[src/rtl/checker_pkg.sv]
// Shared encodings for the post-run memory result checker.
package checker_pkg;

   typedef enum logic [1:0] {
      MODE_ASC  = 2'd0,
      MODE_DESC = 2'd1,
      MODE_FIB  = 2'd2,
      MODE_SUM  = 2'd3
   } mode_e;

   typedef enum logic [1:0] {
      S_IDLE = 2'd0,
      S_REQ  = 2'd1,
      S_WAIT = 2'd2,
      S_DONE = 2'd3
   } state_e;

endpackage

[src/rtl/chk_element_eval.sv]
// Combinational verdict for one element read back from memory.
module chk_element_eval
   import checker_pkg::*;
#(
   parameter int DATA_W = 64,
   parameter int IDX_W  = 8
) (
   input  mode_e                     mode,
   input  logic [IDX_W-1:0]          idx,
   input  logic signed [DATA_W-1:0]  data,
   input  logic signed [DATA_W-1:0]  prev,
   input  logic signed [DATA_W-1:0]  exp_val,
   output logic                      fail
);

   logic has_prev;

   // Element 0 has no predecessor, so ordering checks start at index 1.
   assign has_prev = (idx != '0);

   always_comb begin
      fail = 1'b0;
      case (mode)
         MODE_ASC:  fail = has_prev && (data < prev);
         MODE_DESC: fail = has_prev && (data > prev);
         MODE_FIB:  fail = (data != exp_val);
         default:   fail = 1'b0;
      endcase
   end

endmodule

[config.mk]
export PLATFORM = sky130hd
export DESIGN_NAME = chk_element_eval
export DESIGN_NICKNAME = d
export VERILOG_FILES = /design/src/rtl/checker_pkg.sv /design/src/rtl/chk_element_eval.sv
export SDC_FILE = /design/constraint.sdc
export NUM_CORES = 1
export LEC_CHECK = 0
export CORE_UTILIZATION = 34
export DETAILED_ROUTE_END_ITERATION = 8
export GPL_TIMING_DRIVEN = 1
export PLACE_DENSITY = 0.83
export SYNTH_ARGS = -nofsm -noshare
export SYNTH_HDL_FRONTEND = slang
export SYNTH_SLANG_ARGS = --single-unit
export TNS_END_PERCENT = 30
[constraint.sdc]
create_clock -name vclk -period 5.4
set_input_delay 1.62 -clock vclk [all_inputs]
set_output_delay 1.62 -clock vclk [all_outputs]
set_load 0.05 [all_outputs]
==> results of run 1 <==
Yosys cell counts, types with 2 or more instances:
library cell | n | share of area, %
nor2_1 | 5 | 0.78
nor2b_1 | 2 | 0.52
nand3_1 | 8 | 1.7
nand2_1 | 19 | 3.0
nor4_4 | 2 | 1.8
nor4_1 | 6 | 1.6
nand4_1 | 28 | 7.3
a21o_1 | 2 | 0.62
a211oi_1 | 3 | 0.93
xnor2_1 | 65 | 24
nor3_1 | 3 | 0.62
o211ai_1 | 2 | 0.62
o21ai_1 | 3 | 0.62
o21ai_0 | 6 | 1.2
ha_1 | 64 | 33
a221oi_1 | 3 | 1.1
a21oi_1 | 29 | 6.0
inv_1 | 66 | 10
metal layers:
metal  GRT usage [%]  vias up  wire (µm)
li1                -     1693          -
met1           31.12     1615       4323
met2           65.73      203       6695
met3           8.095       62        933
met4           18.33        0        693
met5               0        -          0
per-stage QoR:
stage,power (mW),area [µm²],setup slack [ps]
final,0.4464,5657,-230.3
after detailed placement,0.3871,5067,-491.8
after global routing,0.4803,5657,-313.1
after global placement,0.3749,5067,-380.7
after floorplan,0.1398,2410,96.28
after CTS,0.4254,5625,-64.06
power groups by stage:
stage / logic, mW / registers (mW) / clock network, mW
floorplan: 0.140 / 0 / 0
global placement: 0.375 / 0 / 0
detailed placement: 0.387 / 0 / 0
CTS: 0.425 / 0 / 0
global route: 0.480 / 0 / 0.0000000248
finish: 0.446 / 0 / 0.0000000250
layout make-up:
cell class / instances / area, µm² / share of cell area [%]
antenna: 1 / 2.502 / 0.04424
inverter: 66 / 250.2 / 4.424
multi-input combinational: 260 / 2831 / 50.06
tap: 96 / 120.1 / 2.123
timing repair buffer: 274 / 2452 / 43.35
cell families after synthesis:
| kind of cell | after synthesis | share of synthesized area, % |
|---|---|---|
| XOR/XNOR | 65 | 23.62 |
| multiplexers | 1 | 0.4154 |
| buffers and inverters | 66 | 10.28 |
| AO/OA/AOI/OAI | 51 | 12.82 |
| AND/OR/NAND/NOR | 79 | 19.63 |
| adder cells (fa/ha/maj) | 64 | 33.23 |
path summary, 6_finish.rpt:
path | cells after the start | slack (ps) | end
worst min-delay path | 4 | 4130 | fail
worst max-delay path | 12 | -230 | fail
worst max-delay path: cells and delay by family:
family | cells | cell delay (ps)
and+or+nand+nor | 3 | 820
muxes | 1 | 310
AOI/OAI and AO/OA | 3 | 410
buffers and inverters | 4 | 580
adders and majority gates | 1 | 260
repair_timing:
action / CTS / global route
setup endpoints to repair: 1 / 1
cloned: 0 / 0
pin swaps: 70 / 0
buffers inserted: 6 / 0
resized for setup: 286 / 3
==> impl_metrics.tcl, run 1 <==
set metrics [dict create \
    drt_iter0_markers 81 \
    worstSetupEndpointType "output port" \
    worst_slack_ps -230.3 \
    fin_setup_tns_ps -230.3 \
    fin_cells 697 \
    comb_power_share_pct 100.0 \
    clock.fmax_mhz 177.6 \
    io_pins 203 \
    regArea_um2 0 \
    port_buffers 203 \
    pwr-share-seq_pct 0 \
    num_vias 3573 \
    die_area_um2 7429 \
    gr-total-overflow 0 \
    antenna_found_initial 1 \
    leakagePower_nw 2.488 \
    syn2layout_area_growth_pct 134.7 \
    cp_slowest_stage_delay_ps 460 \
    first_pass_iters 4 \
    fin_crit_sh_pct 104.3 \
    grt_pass1_wl_mm 19.15 \
    powerDensity_nw_per_um2 78.92 \
    clock_buffers 0 \
    worst-path-max-fanout 2 \
    gp_congestion 0.8522 \
    layout_common_cells "clkdlybuf4s50_1, dlygate4sd2_1, buf_4" \
    drcViolationCount 0 \
    num_rows 30 \
    finalHoldViolCount 0 \
    rsz0062_at_grt "true" \
    p_switching_mw 0.1832 \
    fin_nets 868 \
    fin_crit_ps 5630 \
    nFillCells 450 \
    worstSetupStartpointType "primary input" \
    holdBufCountCts 0 \
    die_w_um 86.19 \
    relSlewSlack_pct 72.52 \
    wl_per_cell_um 18.14 \
    whs_ps 4127 \
    drv_slew 0 \
    core_area_um2 6832 \
    numSequentialCells 0 \
    dpl.hpwl_mm 9.665 \
    grt.total_usage_pct 33.31 \
    yosysUniqueCellTypes 28 \
    yosysWarnings 0 \
    syn-instance-count 326 \
    cp_cell_sequence "clkdlybuf4s15_1 -> inv_2 -> ha_4 -> nand4_1 -> or4_4 -> buf_6 -> nor4_4 -> a211oi_2 -> o311ai_4 -> mux2i_2 -> o221ai_2 -> buf_12" \
    arrival_ps 4010 \
    first_global_vias 4010 \
    worstPathRequired_ps 3780 \
    switching_share_pct 41.04 \
    synth_nets 592 \
    peakVddDrop_uv 42.34 \
    hp-class "in -> out" \
    clkPwrFrac_pct 0 \
    yosysSeqAreaShare_pct 0 \
    maxCapViolations 0 \
    layout-drive-gt1-share_pct 33.33 \
    cp_slowest_cell "or4_4" \
    drt-total-wl_mm 12.65 \
    layout_commonest_cell "clkdlybuf4s50_1" \
    vias_per_cell 5.126 \
    crit_path_start "prev[22]" \
    grt_max_degree 5 \
    status "finished with violations" \
    p_int_mw 0.2632 \
    die_y_um 86.19 \
    syn_area_per_cell_um2 7.392 \
    drtAntennaViolNets 0 \
    utilization_pct 82.80 \
    worstSetupPathType "in -> out" \
    violations "setup timing" \
    initial_core_util_pct 35.27 \
    syn-cell-area_um2 2410 \
    min-delay-start "mode[1]" \
    post-place-cells 691 \
    setup_viol 1 \
    tightest_slew_ps 408.5 \
]
No activity file was read; power rests on OpenSTA's default activity.
==> inputs of run 2 (changes only) <==
--- a/config.mk
+++ b/config.mk
@@ -9,6 +9,7 @@
 export DETAILED_ROUTE_END_ITERATION = 8
 export GPL_TIMING_DRIVEN = 1
 export PLACE_DENSITY = 0.83
+export SLEW_MARGIN = 5
 export SYNTH_ARGS = -nofsm -noshare
 export SYNTH_HDL_FRONTEND = slang
 export SYNTH_SLANG_ARGS = --single-unit
==> results of run 2 <==
The final DEF is identical to that of run 1; final timing and power are the same.
==> inputs of run 3 (changes only) <==
--- a/config.mk
+++ b/config.mk
@@ -7,8 +7,9 @@
 export LEC_CHECK = 0
 export CORE_UTILIZATION = 34
 export DETAILED_ROUTE_END_ITERATION = 8
+export GPL_ROUTABILITY_DRIVEN = 0
 export GPL_TIMING_DRIVEN = 1
-export PLACE_DENSITY = 0.83
+export PLACE_DENSITY = 0.81
 export SLEW_MARGIN = 5
 export SYNTH_ARGS = -nofsm -noshare
 export SYNTH_HDL_FRONTEND = slang
==> run 3 against run 2 <==
  * The flow still finishes with violations (setup timing)
  * Non-clock buffer count increased by 13
  * Sequential share of layout area did not move
  * First-iteration DRC count is 7.4% lower
  * Fmax increased by 2.1%
  * Hold slack lost 51 ps
  * Die area stayed put
  * Final cell count rose by 2.0%
  * Sequential cell count stayed put
  * Clock-buffer cell count stayed put
  * Routed wire length fell by 4.7%
==> impl_metrics.tcl, run 3 (synthesis gave the netlist of run 1 again) <==
set metrics [dict create \
    fin_nets 881 \
    first_pass_iters 4 \
    gr-total-overflow 0 \
    clock.fmax_mhz 181.4 \
    worst-path-max-fanout 2 \
    layout_common_cells "clkdlybuf4s50_1, buf_4, xnor2_1" \
    fin_crit_sh_pct 102.1 \
    worst_slack_ps -113.1 \
    core_area_um2 6832 \
    tightest_slew_ps 446.6 \
    maxCapViolations 0 \
    setup_viol 1 \
    drcViolationCount 0 \
    clock_buffers 0 \
    status "finished with violations" \
    worstSetupPathType "in -> out" \
    worstPathRequired_ps 3780 \
    first_global_vias 3941 \
    grt_pass1_wl_mm 18.09 \
    io_pins 203 \
    regArea_um2 0 \
    peakVddDrop_uv 40.50 \
    switching_share_pct 40.44 \
    arrival_ps 3890 \
    leakagePower_nw 2.510 \
    fin_cells 711 \
    post-place-cells 697 \
    num_vias 3550 \
    numSequentialCells 0 \
    num_rows 30 \
    vias_per_cell 4.993 \
    port_buffers 203 \
    crit_top_cell "a211oi_2" \
    drtAntennaViolNets 0 \
    cp_cell_sequence "clkdlybuf4s50_1 -> inv_1 -> ha_4 -> a21oi_2 -> nor2_2 -> a211oi_2 -> o21ai_1 -> a211oi_2 -> o311ai_2 -> mux2i_1 -> o221ai_2 -> buf_12" \
    clkPwrFrac_pct 0 \
    critPathBufInv 3 \
    comb_power_share_pct 100.0 \
    layout_commonest_cell "clkdlybuf4s50_1" \
    initial_core_util_pct 35.27 \
    die_area_um2 7429 \
    p_int_mw 0.2622 \
    drt-total-wl_mm 12.05 \
    antenna_found_initial 0 \
    rsz0062_at_grt "true" \
    relSlewSlack_pct 69.95 \
    syn2layout_area_growth_pct 134.6 \
    dpl.hpwl_mm 9.838 \
    p_switching_mw 0.1780 \
    critPathTopFamily "compound AO/OA/AOI/OAI gates" \
    layout-drive-gt1-share_pct 37.03 \
    pwr-share-seq_pct 0 \
    drv_slew 0 \
    grt.total_usage_pct 31.21 \
    worstSetupEndpointType "output port" \
    violations "setup timing" \
    holdBufCountCts 0 \
    grt_max_degree 5 \
    finalHoldViolCount 0 \
    powerDensity_nw_per_um2 77.87 \
    fin_setup_tns_ps -113.1 \
    drt_iter0_markers 75 \
    hp-class "in -> out" \
    cp_slowest_cell "clkdlybuf4s50_1" \
    worstSetupStartpointType "primary input" \
    cp_slowest_stage_delay_ps 470 \
    die_w_um 86.19 \
    fin_crit_ps 5513 \
    die_y_um 86.19 \
    wl_per_cell_um 16.95 \
]
[run 3: cell types whose count changed in the layout (fill, tap and decap cells not counted), sizes merged]
cell           before  now
dlygate4sd2        81   59
dlymetal6s2s        0    1
diode               1    2
clkdlybuf4s50      95   94
clkbuf              0    3
clkdlybuf4s15       9   15
buf                89  115
[run 3: worst paths after layout]
check,startpoint,endpoint,slack (ps),depth (start not counted)
hold / removal,mode[1],fail,4080,4
setup / recovery,prev[9],fail,-110,12
[run 3: what timing repair did]
item | in CTS | in global routing
setup buffers | 11 | 1
pin swaps | 73 | 5
gates cloned | 0 | 0
gates resized for setup | 317 | 15
endpoints found under the setup margin | 1 | 1
[run 3: routing by layer]
metal  routed length, µm  track usage, %
met5                   0               0
met3                 915           4.476
met4                 479           11.52
met2                6407           64.07
met1                4250           31.22
[run 3: power by group through the flow]
| stage | Sequential [mW] | Clock, mW | Combinational, mW |
|---|---|---|---|
| 2_1_floorplan | 0 | 0 | 0.140 |
| 3_3_place_gp | 0 | 0 | 0.377 |
| 3_5_place_dp | 0 | 0 | 0.392 |
| 4_1_cts | 0 | 0 | 0.426 |
| 5_1_grt | 0 | 0 | 0.475 |
| 6_report | 0 | 0.0000000497 | 0.440 |
[run 3: cell type report]
cell class         instances  area [µm²]
well taps                 96       120.1
inverters                 66       247.7
diodes                     2       5.005
multi-input cells        260        2778
fillers                  435        1179
repair buffers           287        2502
[run 3: stage by stage]
step	utilization [%]	instance area (µm²)	setup slack (ps)	total power [mW]	hold WS, ps
2_1_floorplan	-	2410	96.28	0.1398	3503
3_3_place_gp	74.84	5112	-362.6	0.3774	4066
3_5_place_dp	74.84	5112	-521.9	0.3917	4069
4_1_cts	82.01	5603	-61.86	0.4264	4069
5_1_grt	82.67	5648	-215.6	0.4749	4086
6_report	82.75	5653	-113.1	0.4402	4076
